===== config.mk =====
export PLATFORM = sky130hd
export DESIGN_NAME = fifo_buf_parity_flat
export DESIGN_NICKNAME = d
export VERILOG_FILES = /design/src/rtl/fifo_buf_parity_if.sv /design/src/rtl/fifo_buf_parity.sv /design/src/flat_wrapper.sv
export SDC_FILE = /design/constraint.sdc
export NUM_CORES = 1
export LEC_CHECK = 0
export BUFFER_PORTS_ARGS = -buffer_cell sky130_fd_sc_hd__buf_2
export CORE_UTILIZATION = 51
export DETAILED_ROUTE_END_ITERATION = 7
export PLACE_DENSITY_LB_ADDON = 0.15
export SLEW_MARGIN = 20
export SYNTH_ARGS = -nofsm -noshare
export SYNTH_HDL_FRONTEND = slang
export SYNTH_SLANG_ARGS = --single-unit
export TNS_END_PERCENT = 20

===== constraint.sdc =====
create_clock -name clk -period 1.7 [get_ports clk]
set_input_delay 0.255 -clock clk [delete_from_list [all_inputs] [get_ports clk]]
set_output_delay 0.255 -clock clk [all_outputs]
set_load 0.01 [all_outputs]

===== src/rtl/fifo_buf_parity_if.sv =====
// rtl/fifo_buf_parity_if.sv - producer/consumer bundle for fifo_buf_parity (parity ports under FIFO_PARITY_CHECK_EN)
interface fifo_buf_parity_if #(
    parameter int DATA_WIDTH = 16,
    parameter int ADDR_WIDTH = 2
);
    logic                  push;
    logic [DATA_WIDTH-1:0] push_data;
    logic                  pop;
    logic [DATA_WIDTH-1:0] pop_data;
    logic                  empty;
    logic                  full;
    logic                  almost_full;
    logic [ADDR_WIDTH:0]   count;
    logic                  overflow;
    logic                  underflow;
`ifdef FIFO_PARITY_CHECK_EN
    logic                  inj_err;
    logic                  parity_err;
`endif

    // Producer/consumer side: drives requests, observes data and status.
    modport master (
        output push, push_data, pop,
`ifdef FIFO_PARITY_CHECK_EN
        output inj_err,
        input  parity_err,
`endif
        input  pop_data, empty, full, almost_full, count, overflow, underflow
    );

    // FIFO side: accepts requests, presents data and status.
    modport slave (
        input  push, push_data, pop,
`ifdef FIFO_PARITY_CHECK_EN
        input  inj_err,
        output parity_err,
`endif
        output pop_data, empty, full, almost_full, count, overflow, underflow
    );
endinterface


===== src/rtl/fifo_buf_parity.sv =====
// rtl/fifo_buf_parity.sv - FWFT synchronous FIFO with optional per-entry parity (FIFO_PARITY_CHECK_EN)
module fifo_buf_parity #(
    parameter int FIFO_DEPTH = 4,
    parameter int DATA_WIDTH = 16,
    parameter int AFULL_LVL  = 3,
    localparam int ADDR_WIDTH = $clog2(FIFO_DEPTH)
) (
    input  logic              clk,
    input  logic              rst_n,
    fifo_buf_parity_if.slave  bus
);

`ifdef FIFO_PARITY_CHECK_EN
    localparam int MEM_WIDTH = DATA_WIDTH + 1;
`else
    localparam int MEM_WIDTH = DATA_WIDTH;
`endif

    localparam logic [ADDR_WIDTH:0] AFULL_CNT = (ADDR_WIDTH+1)'(AFULL_LVL);
    localparam logic [ADDR_WIDTH:0] PTR_ONE   = (ADDR_WIDTH+1)'(1);

    logic [MEM_WIDTH-1:0]  mem [FIFO_DEPTH];

    logic [ADDR_WIDTH:0]   wr_ptr_q, rd_ptr_q, count_q;
    logic [ADDR_WIDTH:0]   wr_ptr_nxt, rd_ptr_nxt, count_nxt;
    logic                  empty_q, full_q, afull_q;
    logic                  overflow_q, underflow_q;
    logic                  push_acc, pop_acc;
    logic [MEM_WIDTH-1:0]  wr_entry, rd_entry;

    // A push into a full FIFO is still taken when a pop frees the head slot this cycle.
    assign push_acc = bus.push & (~full_q | bus.pop);
    assign pop_acc  = bus.pop & ~empty_q;

    assign rd_entry = mem[rd_ptr_q[ADDR_WIDTH-1:0]];

`ifdef FIFO_PARITY_CHECK_EN
    logic parity_err_q;
    assign wr_entry       = {(^bus.push_data) ^ bus.inj_err, bus.push_data};
    assign bus.parity_err = parity_err_q;
`else
    assign wr_entry = bus.push_data;
`endif

    // Next pointer/occupancy values; status flags are derived from these so they register together.
    always_comb begin
        wr_ptr_nxt = wr_ptr_q;
        rd_ptr_nxt = rd_ptr_q;
        count_nxt  = count_q;
        if (push_acc) wr_ptr_nxt = wr_ptr_q + PTR_ONE;
        if (pop_acc)  rd_ptr_nxt = rd_ptr_q + PTR_ONE;
        case ({push_acc, pop_acc})
            2'b10:   count_nxt = count_q + PTR_ONE;
            2'b01:   count_nxt = count_q - PTR_ONE;
            default: count_nxt = count_q;
        endcase
    end

    // Storage array: written on accepted push, intentionally not reset.
    always_ff @(posedge clk) begin
        if (push_acc) mem[wr_ptr_q[ADDR_WIDTH-1:0]] <= wr_entry;
    end

    // Pointers, occupancy, registered status flags and one-cycle error pulses.
    always_ff @(posedge clk or negedge rst_n) begin
        if (!rst_n) begin
            wr_ptr_q     <= '0;
            rd_ptr_q     <= '0;
            count_q      <= '0;
            empty_q      <= 1'b1;
            full_q       <= 1'b0;
            afull_q      <= 1'b0;
            overflow_q   <= 1'b0;
            underflow_q  <= 1'b0;
`ifdef FIFO_PARITY_CHECK_EN
            parity_err_q <= 1'b0;
`endif
        end else begin
            wr_ptr_q     <= wr_ptr_nxt;
            rd_ptr_q     <= rd_ptr_nxt;
            count_q      <= count_nxt;
            empty_q      <= (wr_ptr_nxt == rd_ptr_nxt);
            full_q       <= (wr_ptr_nxt[ADDR_WIDTH-1:0] == rd_ptr_nxt[ADDR_WIDTH-1:0]) &&
                            (wr_ptr_nxt[ADDR_WIDTH] != rd_ptr_nxt[ADDR_WIDTH]);
            afull_q      <= (count_nxt >= AFULL_CNT);
            overflow_q   <= bus.push & full_q & ~bus.pop;
            underflow_q  <= bus.pop & empty_q;
`ifdef FIFO_PARITY_CHECK_EN
            parity_err_q <= pop_acc & (^rd_entry);
`endif
        end
    end

    assign bus.pop_data    = empty_q ? '0 : rd_entry[DATA_WIDTH-1:0];
    assign bus.empty       = empty_q;
    assign bus.full        = full_q;
    assign bus.almost_full = afull_q;
    assign bus.count       = count_q;
    assign bus.overflow    = overflow_q;
    assign bus.underflow   = underflow_q;

endmodule


===== src/flat_wrapper.sv =====
// flat-port wrapper written by rule: the top's interface ports become plain ports
module fifo_buf_parity_flat 
#(
    parameter int FIFO_DEPTH = 4,
    parameter int DATA_WIDTH = 16,
    parameter int AFULL_LVL  = 3,
    localparam int ADDR_WIDTH = $clog2(FIFO_DEPTH)
)
  (clk, rst_n, bus_push, bus_push_data, bus_pop, bus_pop_data, bus_empty, bus_full, bus_almost_full, bus_count, bus_overflow, bus_underflow);
  fifo_buf_parity_if #(.DATA_WIDTH(DATA_WIDTH), .ADDR_WIDTH(2)) bus_i ();
  input  logic clk;
  input  logic rst_n;
  input wire logic [$bits(bus_i.push)-1:0] bus_push;
  input wire logic [$bits(bus_i.push_data)-1:0] bus_push_data;
  input wire logic [$bits(bus_i.pop)-1:0] bus_pop;
  output wire logic [$bits(bus_i.pop_data)-1:0] bus_pop_data;
  output wire logic [$bits(bus_i.empty)-1:0] bus_empty;
  output wire logic [$bits(bus_i.full)-1:0] bus_full;
  output wire logic [$bits(bus_i.almost_full)-1:0] bus_almost_full;
  output wire logic [$bits(bus_i.count)-1:0] bus_count;
  output wire logic [$bits(bus_i.overflow)-1:0] bus_overflow;
  output wire logic [$bits(bus_i.underflow)-1:0] bus_underflow;
  assign bus_i.push = bus_push;
  assign bus_i.push_data = bus_push_data;
  assign bus_i.pop = bus_pop;
  assign bus_pop_data = bus_i.pop_data;
  assign bus_empty = bus_i.empty;
  assign bus_full = bus_i.full;
  assign bus_almost_full = bus_i.almost_full;
  assign bus_count = bus_i.count;
  assign bus_overflow = bus_i.overflow;
  assign bus_underflow = bus_i.underflow;
  fifo_buf_parity #(.FIFO_DEPTH(FIFO_DEPTH), .DATA_WIDTH(DATA_WIDTH), .AFULL_LVL(AFULL_LVL)) u_core (.clk(clk), .rst_n(rst_n), .bus(bus_i));
endmodule

==> results of run 1 <==
-- layout make-up --
type / instances / area [um^2] / share of cell area
multi-input combinational: 74 / 876 / 0.226
tap: 75 / 93.8 / 0.0242
sequential: 78 / 2270 / 0.586
clock inverter: 1 / 7.51 / 0.00193
clock buffer: 15 / 166 / 0.0429
timing repair buffer: 69 / 445 / 0.115
inverter: 5 / 18.8 / 0.00483
-- sequential cells by signal (all words and copies together), names as in the netlist --
signal	cells
u_core.bus.count	3
u_core.mem	64
u_core.rd_ptr_q	3
u_core.bus.underflow	1
u_core.bus.overflow	1
u_core.bus.almost_full	1
u_core.bus.empty	1
u_core.wr_ptr_q	3
u_core.bus.full	1
-- placed cells by master, fill, tap and decap left out, types with 2 or more instances in the layout --
master / n
edfxtp_1: 64
clkbuf_1: 4
a221oi_2: 2
nand2_1: 2
buf_6: 2
buf_12: 2
clkbuf_8: 11
inv_1: 5
buf_4: 21
and2b_1: 6
nor2b_1: 10
buf_2: 43
mux4_2: 16
o21ai_0: 2
xnor2_1: 4
nor2_1: 3
ha_1: 5
dfrtp_1: 12
xor2_1: 4
and3_1: 4
-- metrics by stage --
| stage | area (um^2) | total power [mW] | setup WS (ps) |
|---|---|---|---|
| after floorplan | 3190 | 4.35 | -119 |
| after global placement | 3650 | 5.17 | -56.3 |
| after detailed placement | 3650 | 5.29 | -111 |
| after CTS | 3870 | 6.63 | -366 |
| after global routing | 3880 | 6.97 | -343 |
| final | 3880 | 6.58 | -286 |
-- power groups by stage --
stage,combinational (mW),sequential [mW],clock [mW]
after CTS,2.68,2.71,1.24
after global routing,2.91,2.75,1.31
after detailed placement,2.55,2.74,0
final,2.66,2.71,1.21
after global placement,2.46,2.70,0
after floorplan,1.61,2.74,0
-- cells by family after synthesis --
family / synth area share
fa+ha+maj: 0.0300
buf+inv: 0.0154
simple gates: 0.0628
compound gates: 0.0158
flops: 0.717
xor+xnor: 0.0367
mux: 0.122
-- metal layers --
metal / GRT usage / up-vias
li1: - / 773
met5: 0 / -
met4: 0.109 / 0
met1: 0.221 / 856
met3: 0.0382 / 13
met2: 0.329 / 39
-- worst paths after layout --
check | startpoint | slack (ps) | endpoint
setup / recovery | u_core.rd_ptr_q[0] | -290 | bus_pop_data[3]
hold / removal | bus_push_data[3] | 140 | u_core.mem[3][3]
setup reg to reg | u_core.rd_ptr_q[0] | -170 | u_core.bus.empty
hold reg to reg | u_core.wr_ptr_q[2] | 510 | u_core.wr_ptr_q[2]
max in group asynchronous | rst_n | 1050 | u_core.bus.empty
min in group asynchronous | rst_n | 360 | u_core.rd_ptr_q[2]
-- worst reg2reg max path: stages (launching register included) --
cell,delay [ps]
dfrtp_2,450
buf_4,150
ha_1,270
mux2_4,270
or3_4,400
a221oi_2,250
-- timing repair --
action,CTS,global route
endpoints found under the hold margin,13,0
hold buffers,1,0
endpoints found under the setup margin,36,20
buffers inserted,1,0
resized for setup,7,3
==> results.md, run 1 <==
* Share of cells above drive strength 1 at 0.442
* WP buf/inv at 2
* Metal-1 WL at 2390 um
* Number of global-route vias before repair at ~1,800
* I/O pin total at 44
* Tightest Pin Transition at 422 ps
* First-pass GRT wire length at approximately 8700 um
* Final Wtd Congestion at 0.843
* Hold WC Path Type: in -> reg
* Critical path depth in cells at 4
* Die area at 6530 um^2
* Int Pwr at around 4.6 mW
* Yosys warning total at 0
* Failing checks: negative setup slack
* Worst-path clk slew at roughly 70 ps
* Initial core utilization at 0.532
* P_sw at around 2 mW
* Fmax at 504 MHz
* Worst path required time at between 1000 and 1500 ps
* Yosys top cell by area: edfxtp_1
* Slew Viols, Final at 0
* DR iter-0 viols at 78
* Initial antenna violation count at 0
* Worst path slowest cell: mux4_2
* Max Cap Viol at 0
* Period Utilization, post-route at 1.17
* Post-Syn Instances at about 160
* Row Count at 28
* Top post-synthesis cells by count: 64 x edfxtp_1, 16 x mux4_2, 13 x dfrtp_1, 10 x nor2b_1
* Via count at 1,681
* Top cells by area, synth: edfxtp_1 61%, mux4_2 11%, dfrtp_1 10%
* TritonCTS Buffers at 9
* Fill count at ~420
* Tmin final at 1990 ps
* Slowest cell delay on critical path at 490 ps
* Synthesized area at 3170 um^2
* Clock Power Share at 0.184
* CP delay by family, top: multiplexers
* Critical Path Sink Type: output port
* Final setup TNS at -4450 ps
* Highest routed layer: met4
* Ys flop type: edfxtp_1
* TritonCTS clock tree: built
* Antenna viol nets, final at 0
* Yosys reg bits at ~80
* Slew HR at 0.719
* Worst Slack Setup Final at -286 ps
* Run status: finished, violations left
* Die H at 80.8 um
* Gr ovfl total at 0
* Share of flip-flops with an asynchronous set or reset at 0.179
* Final std cells w/o fill at 317
* Worst hold slack at 135 ps
* Net Sw Frac at 0.304
* Sink Count at 78
* Placed cells at 299
* Flop pwr share at 0.412
* Largest net degree at the start of global routing at 17
* Remaining DRCs at 0
* Syn nets at approximately 190
* Routed wire length per instance at 17.4 um
* Aggregate routed wire length at about 5500 um
* CP Max Fanout at 6
* Ant. Diodes at 0
* DR vias/cell at 5.30
* Library cells used by synthesis at 30
* PD cells at about 1700 nW/um^2
* Hold path depth at 1
* Avg Inst Size Synth at about 19 um^2
* Most instantiated library cell after synthesis: edfxtp_1
* Die X at 80.8 um
* Synth-to-layout area growth at 22.5%
* Met2 WL at around 2900 um
* Setup-failing EPs final at 20
* Clock Latency Late Sink at around 330 ps
* WL met3 at approximately 160 um
* Static leakage at about 1.5 nW
* Total number of H-tree levels at 3
* Final Hold Viols at 0
* Seq/Total Area, Yosys at 0.717
* WS Path Type: reg -> out
* Peak supply drop at 1260 uV
* Startpoint types: flop
* Util after Layout at 0.652
* DRT Pass-1 Iters at 4
* Longest Clk Path Bufs at 2
* Total global-route track usage at 0.190
* Detail Placement HPWL at 3760 um
* Fin Clk Skew at 9.12 ps
* WP data arrival at 1730 ps
* PortBufs at 43
* RSZ-0062 raised after global routing: true
* Worst path cell trace: buf_6 > mux4_2 > and2b_1 > buf_2
* Combinational group share of total power at 0.405
* Worst reg-to-reg path cell count at 5
* Nets at between 200 and 300
* Post-synth EDFFs at 64
* Post-synth top area share at 0.606
* CORE AREA at 5960 um^2
* Root Buffer: clkbuf_8
No activity file was read; power rests on OpenSTA's default activity.
==> inputs of run 2 (changes only) <==
--- a/config.mk
+++ b/config.mk
@@ -5,10 +5,12 @@
 export SDC_FILE = /design/constraint.sdc
 export NUM_CORES = 1
 export LEC_CHECK = 0
+export ABC_AREA = 1
 export BUFFER_PORTS_ARGS = -buffer_cell sky130_fd_sc_hd__buf_2
-export CORE_UTILIZATION = 51
+export CORE_UTILIZATION = 60
 export DETAILED_ROUTE_END_ITERATION = 7
 export PLACE_DENSITY_LB_ADDON = 0.15
+export RECOVER_POWER = 100
 export SLEW_MARGIN = 20
 export SYNTH_ARGS = -nofsm -noshare
 export SYNTH_HDL_FRONTEND = slang
==> constraint.sdc (replaced) <==
create_clock -name clk -period 2.55 [get_ports clk]
set_input_delay 0.3825 -clock clk [delete_from_list [all_inputs] [get_ports clk]]
set_output_delay 0.3825 -clock clk [all_outputs]
set_load 0.01 [all_outputs]
==> run 2 against run 1 <==
The run now ends clean. Die area decreased by 12%. Design area decreased by 3.4%. Register-to-register slack improved by 610 ps. Sequential power decreased by 35%. Clock power decreased by 9.9%. Non-clock buffer count decreased by 16. Total power decreased by 33%. Synthesized cell count increased by 77%. Via count increased by 33%. Critical path type unchanged. Highest routed layer unchanged.
==> results.md, run 2 <==
* Max Cap Viol at 0 (unchanged)
* Top cells by area, synth: edfxtp_1 59%, dfrtp_1 10%, nor2_1 8.1% (was edfxtp_1 61%, mux4_2 11%, dfrtp_1 10%)
* Tightest Pin Transition at 1100 ps (was 422 ps)
* Placed cells at 401 (was 299)
* Worst Slack Setup Final at 424 ps (was -286 ps)
* WS Path Type: reg -> out (unchanged)
* Die area at 5740 um^2 (was 6530 um^2)
* Initial antenna violation count at 0 (unchanged)
* Share of cells above drive strength 1 at 0.0805 (was 0.442)
* Placed inst area at 3580 um^2 (was 3650 um^2)
* DRT Pass-1 Iters at 4 (unchanged)
* Routed wire length per instance at 15.2 um (was 17.4 um)
* Share of flip-flops with an asynchronous set or reset at 0.179 (unchanged)
* WP buf/inv at 2 (unchanged)
* Fmax at 470 MHz
* Fin Clk Skew at 7.52 ps (was 9.12 ps)
* Critical Path Sink Type: output port (unchanged)
* Worst path cell trace: inv_2 > nor2_1 > o21ai_0 > a21oi_1 > clkbuf_1 (was buf_6 > mux4_2 > and2b_1 > buf_2)
* Row Count at 26 (was 28)
* Aggregate routed wire length at 6370 um (was 5530 um)
* Seq/Total Area, Yosys at 0.697 (was 0.717)
* Die X at 75.7 um (was 80.8 um)
* CP Max Fanout at 17 (was 6)
* Largest net degree at the start of global routing at 34 (was 17)
* PortBufs at 43 (unchanged)
* Yosys warning total at 0 (unchanged)
* Slew HR at 0.269 (was 0.719)
* Final Hold Viols at 0 (unchanged)
* Most common cell after layout, fill and taps aside: nor2_1 (was edfxtp_1)
* Final std cells w/o fill at 418 (was 317)
* Post-synth top area share at 0.589 (was 0.606)
* Post-synth EDFFs at 64 (unchanged)
* Run status: complete, no violations (was finished, violations left)
* Setup-failing EPs final at 0 (was 20)
* Static leakage at 1.44 nW (was 1.53 nW)
* Gr ovfl total at 0 (unchanged)
* Final instance area at 3750 um^2 (was 3880 um^2)
* Remaining DRCs at 0 (unchanged)
* Worst path slowest cell: dfrtp_1 (was mux4_2)
* Max reg flops at 64 (unchanged)
* PD cells at 1180 nW/um^2 (was 1690 nW/um^2)
* WP data arrival at 1740 ps (was 1730 ps)
* Tmin final at between 2000 and 2500 ps
* I/O pin total at 44 (unchanged)
* Number of global-route vias before repair at 2,121 (was 1,798)
* Antenna viol nets, final at 0 (unchanged)
* Final setup TNS at 0 ps (was -4450 ps)
* Top post-synthesis cells by count: 70 x nor2_1, 64 x edfxtp_1, 33 x nand2_1, 29 x o21ai_0, 17 x a21oi_1 (was 64 x edfxtp_1, 16 x mux4_2, 13 x dfrtp_1, 10 x nor2b_1)
* Slew Viols, Final at 0 (unchanged)
* Die H at 75.7 um (was 80.8 um)
* Dpl ws at 411 ps (was -111 ps)
* DR vias/cell at 5.36 (was 5.30)
* Library cells used by synthesis at 21 (was 30)
* CP delay by family, top: flip-flops (was multiplexers)
* Sink Count at 78 (unchanged)
* Clock Latency Late Sink at 350 ps (was 330 ps)
* Ant. Diodes at 0 (unchanged)
* Synthesized area at 3260 um^2 (was 3170 um^2)
* Syn nets at 318 (was 191)
* Detail Placement HPWL at 3880 um (was 3760 um)
* Nets at 370 (was 264)
* Synth-to-layout area growth at 15.0% (was 22.5%)
* Yosys reg bits at 78 (unchanged)
* Yosys top cell by area: edfxtp_1 (unchanged)
* Period Utilization, post-route at 0.834
* Via count at 2,241 (was 1,681)
* Avg Inst Size Synth at 11.2 um^2 (was 19.3 um^2)
* Hold WC Path Type: in -> reg (unchanged)
* Peak supply drop at 700 uV (was 1260 uV)
* # Post-CTS Setup Buffers at 0 (was 1)
* RSZ-0062 raised after global routing: false (was true)
* Slowest cell delay on critical path at 530 ps (was 490 ps)
* Longest Clk Path Bufs at 2 (unchanged)
* DR iter-0 viols at 148 (was 78)
* TritonCTS clock tree: built (unchanged)
* Startpoint types: flop (unchanged)
* Post-Syn Instances at 291 (was 164)
* TritonCTS Buffers at 9 (unchanged)
* Highest-count cells in the layout ignoring fill and taps: 70 x nor2_1, 64 x edfxtp_1, 45 x clkbuf_1, 36 x nand2_1, 29 x o21ai_0 (was 64 x edfxtp_1, 43 x buf_2, 21 x buf_4, 16 x mux4_2, 12 x dfrtp_1)
* Ys flop type: edfxtp_1 (unchanged)
* Total global-route track usage at 0.244 (was 0.190)
* Most instantiated library cell after synthesis: nor2_1 (was edfxtp_1)
* Worst-path clk slew at 80 ps (was 70 ps)
* Final Wtd Congestion at 0.817 (was 0.843)
* Initial core utilization at 0.631 (was 0.532)
* Worst path required time at 2170 ps (was 1440 ps)
* Root Buffer: clkbuf_8 (unchanged)
* First-pass GRT wire length at 9670 um (was 8700 um)
* Total number of H-tree levels at 3 (unchanged)
* CORE AREA at 5170 um^2 (was 5960 um^2)
[run 2: changes by cell type in the layout (fill, tap and decap cells not counted), sizes merged, moves of 5 or more]
cell,change
nor2,+68
inv,+14
clkbuf,+39
nor2b,-11
nand3,+13
a21oi,+16
mux4,-16
buf,-60
and2b,-6
o21ai,+31
nand2,+35
and3,-5
[run 2: logic make-up after synthesis]
family	share of synthesized area
compound gates	0.0767
xor+xnor	0.00537
simple gates	0.150
fa+ha+maj	0.0292
flops	0.697
mux	0.00345
buf+inv	0.0384
[run 2: repair_timing]
| item | CTS | global route |
|---|---|---|
| hold endpoints to repair | 13 | 0 |
| hold buffers | 1 | 0 |
| resized for setup | 0 | 0 |
[run 2: cell type report]
class	instances	area (um^2)
clock buffer	10	128
tap	70	87.6
clock inverter	6	110
fill	378	1420
sequential	78	2270
inverter	19	71.3
timing repair buffer	53	225
multi-input combinational	182	856
[run 2: path summary, 6_finish.rpt]
path,startpoint,endpoint,slack [ps],cells after the start
max in group asynchronous,rst_n,u_core.bus.count[1],1410,2
min in group asynchronous,rst_n,u_core.bus.almost_full,640,2
min reg2reg,u_core.bus.full,u_core.bus.overflow,530,2
max reg2reg,u_core.bus.full,u_core.bus.almost_full,440,9
min,bus_push_data[13],u_core.mem[1][13],290,1
max,u_core.rd_ptr_q[1],bus_pop_data[6],420,5
[run 2: through the flow]
stage	total power [mW]	hold slack [ps]	util
after floorplan	2.88	86.9	-
after global placement	3.37	298	0.692
after detailed placement	3.44	304	0.692
after CTS	4.52	237	0.740
after global routing	4.75	279	0.725
final	4.44	290	0.725
[run 2: where the power goes]
part	switching (mW)	internal [mW]	leakage (nW)
Clock	0.440	0.649	0.114
Sequential	0.118	1.65	0.757
Combinational	1.05	0.529	0.568
Total	1.61	2.83	1.44
[run 2: layer usage]
layer	wire, um	vias up	global-route usage
met3	350	12	0.0675
met1	2780	1071	0.297
met4	85	0	0.109
met2	3160	68	0.410
li1	-	1090	-
met5	0	-	0
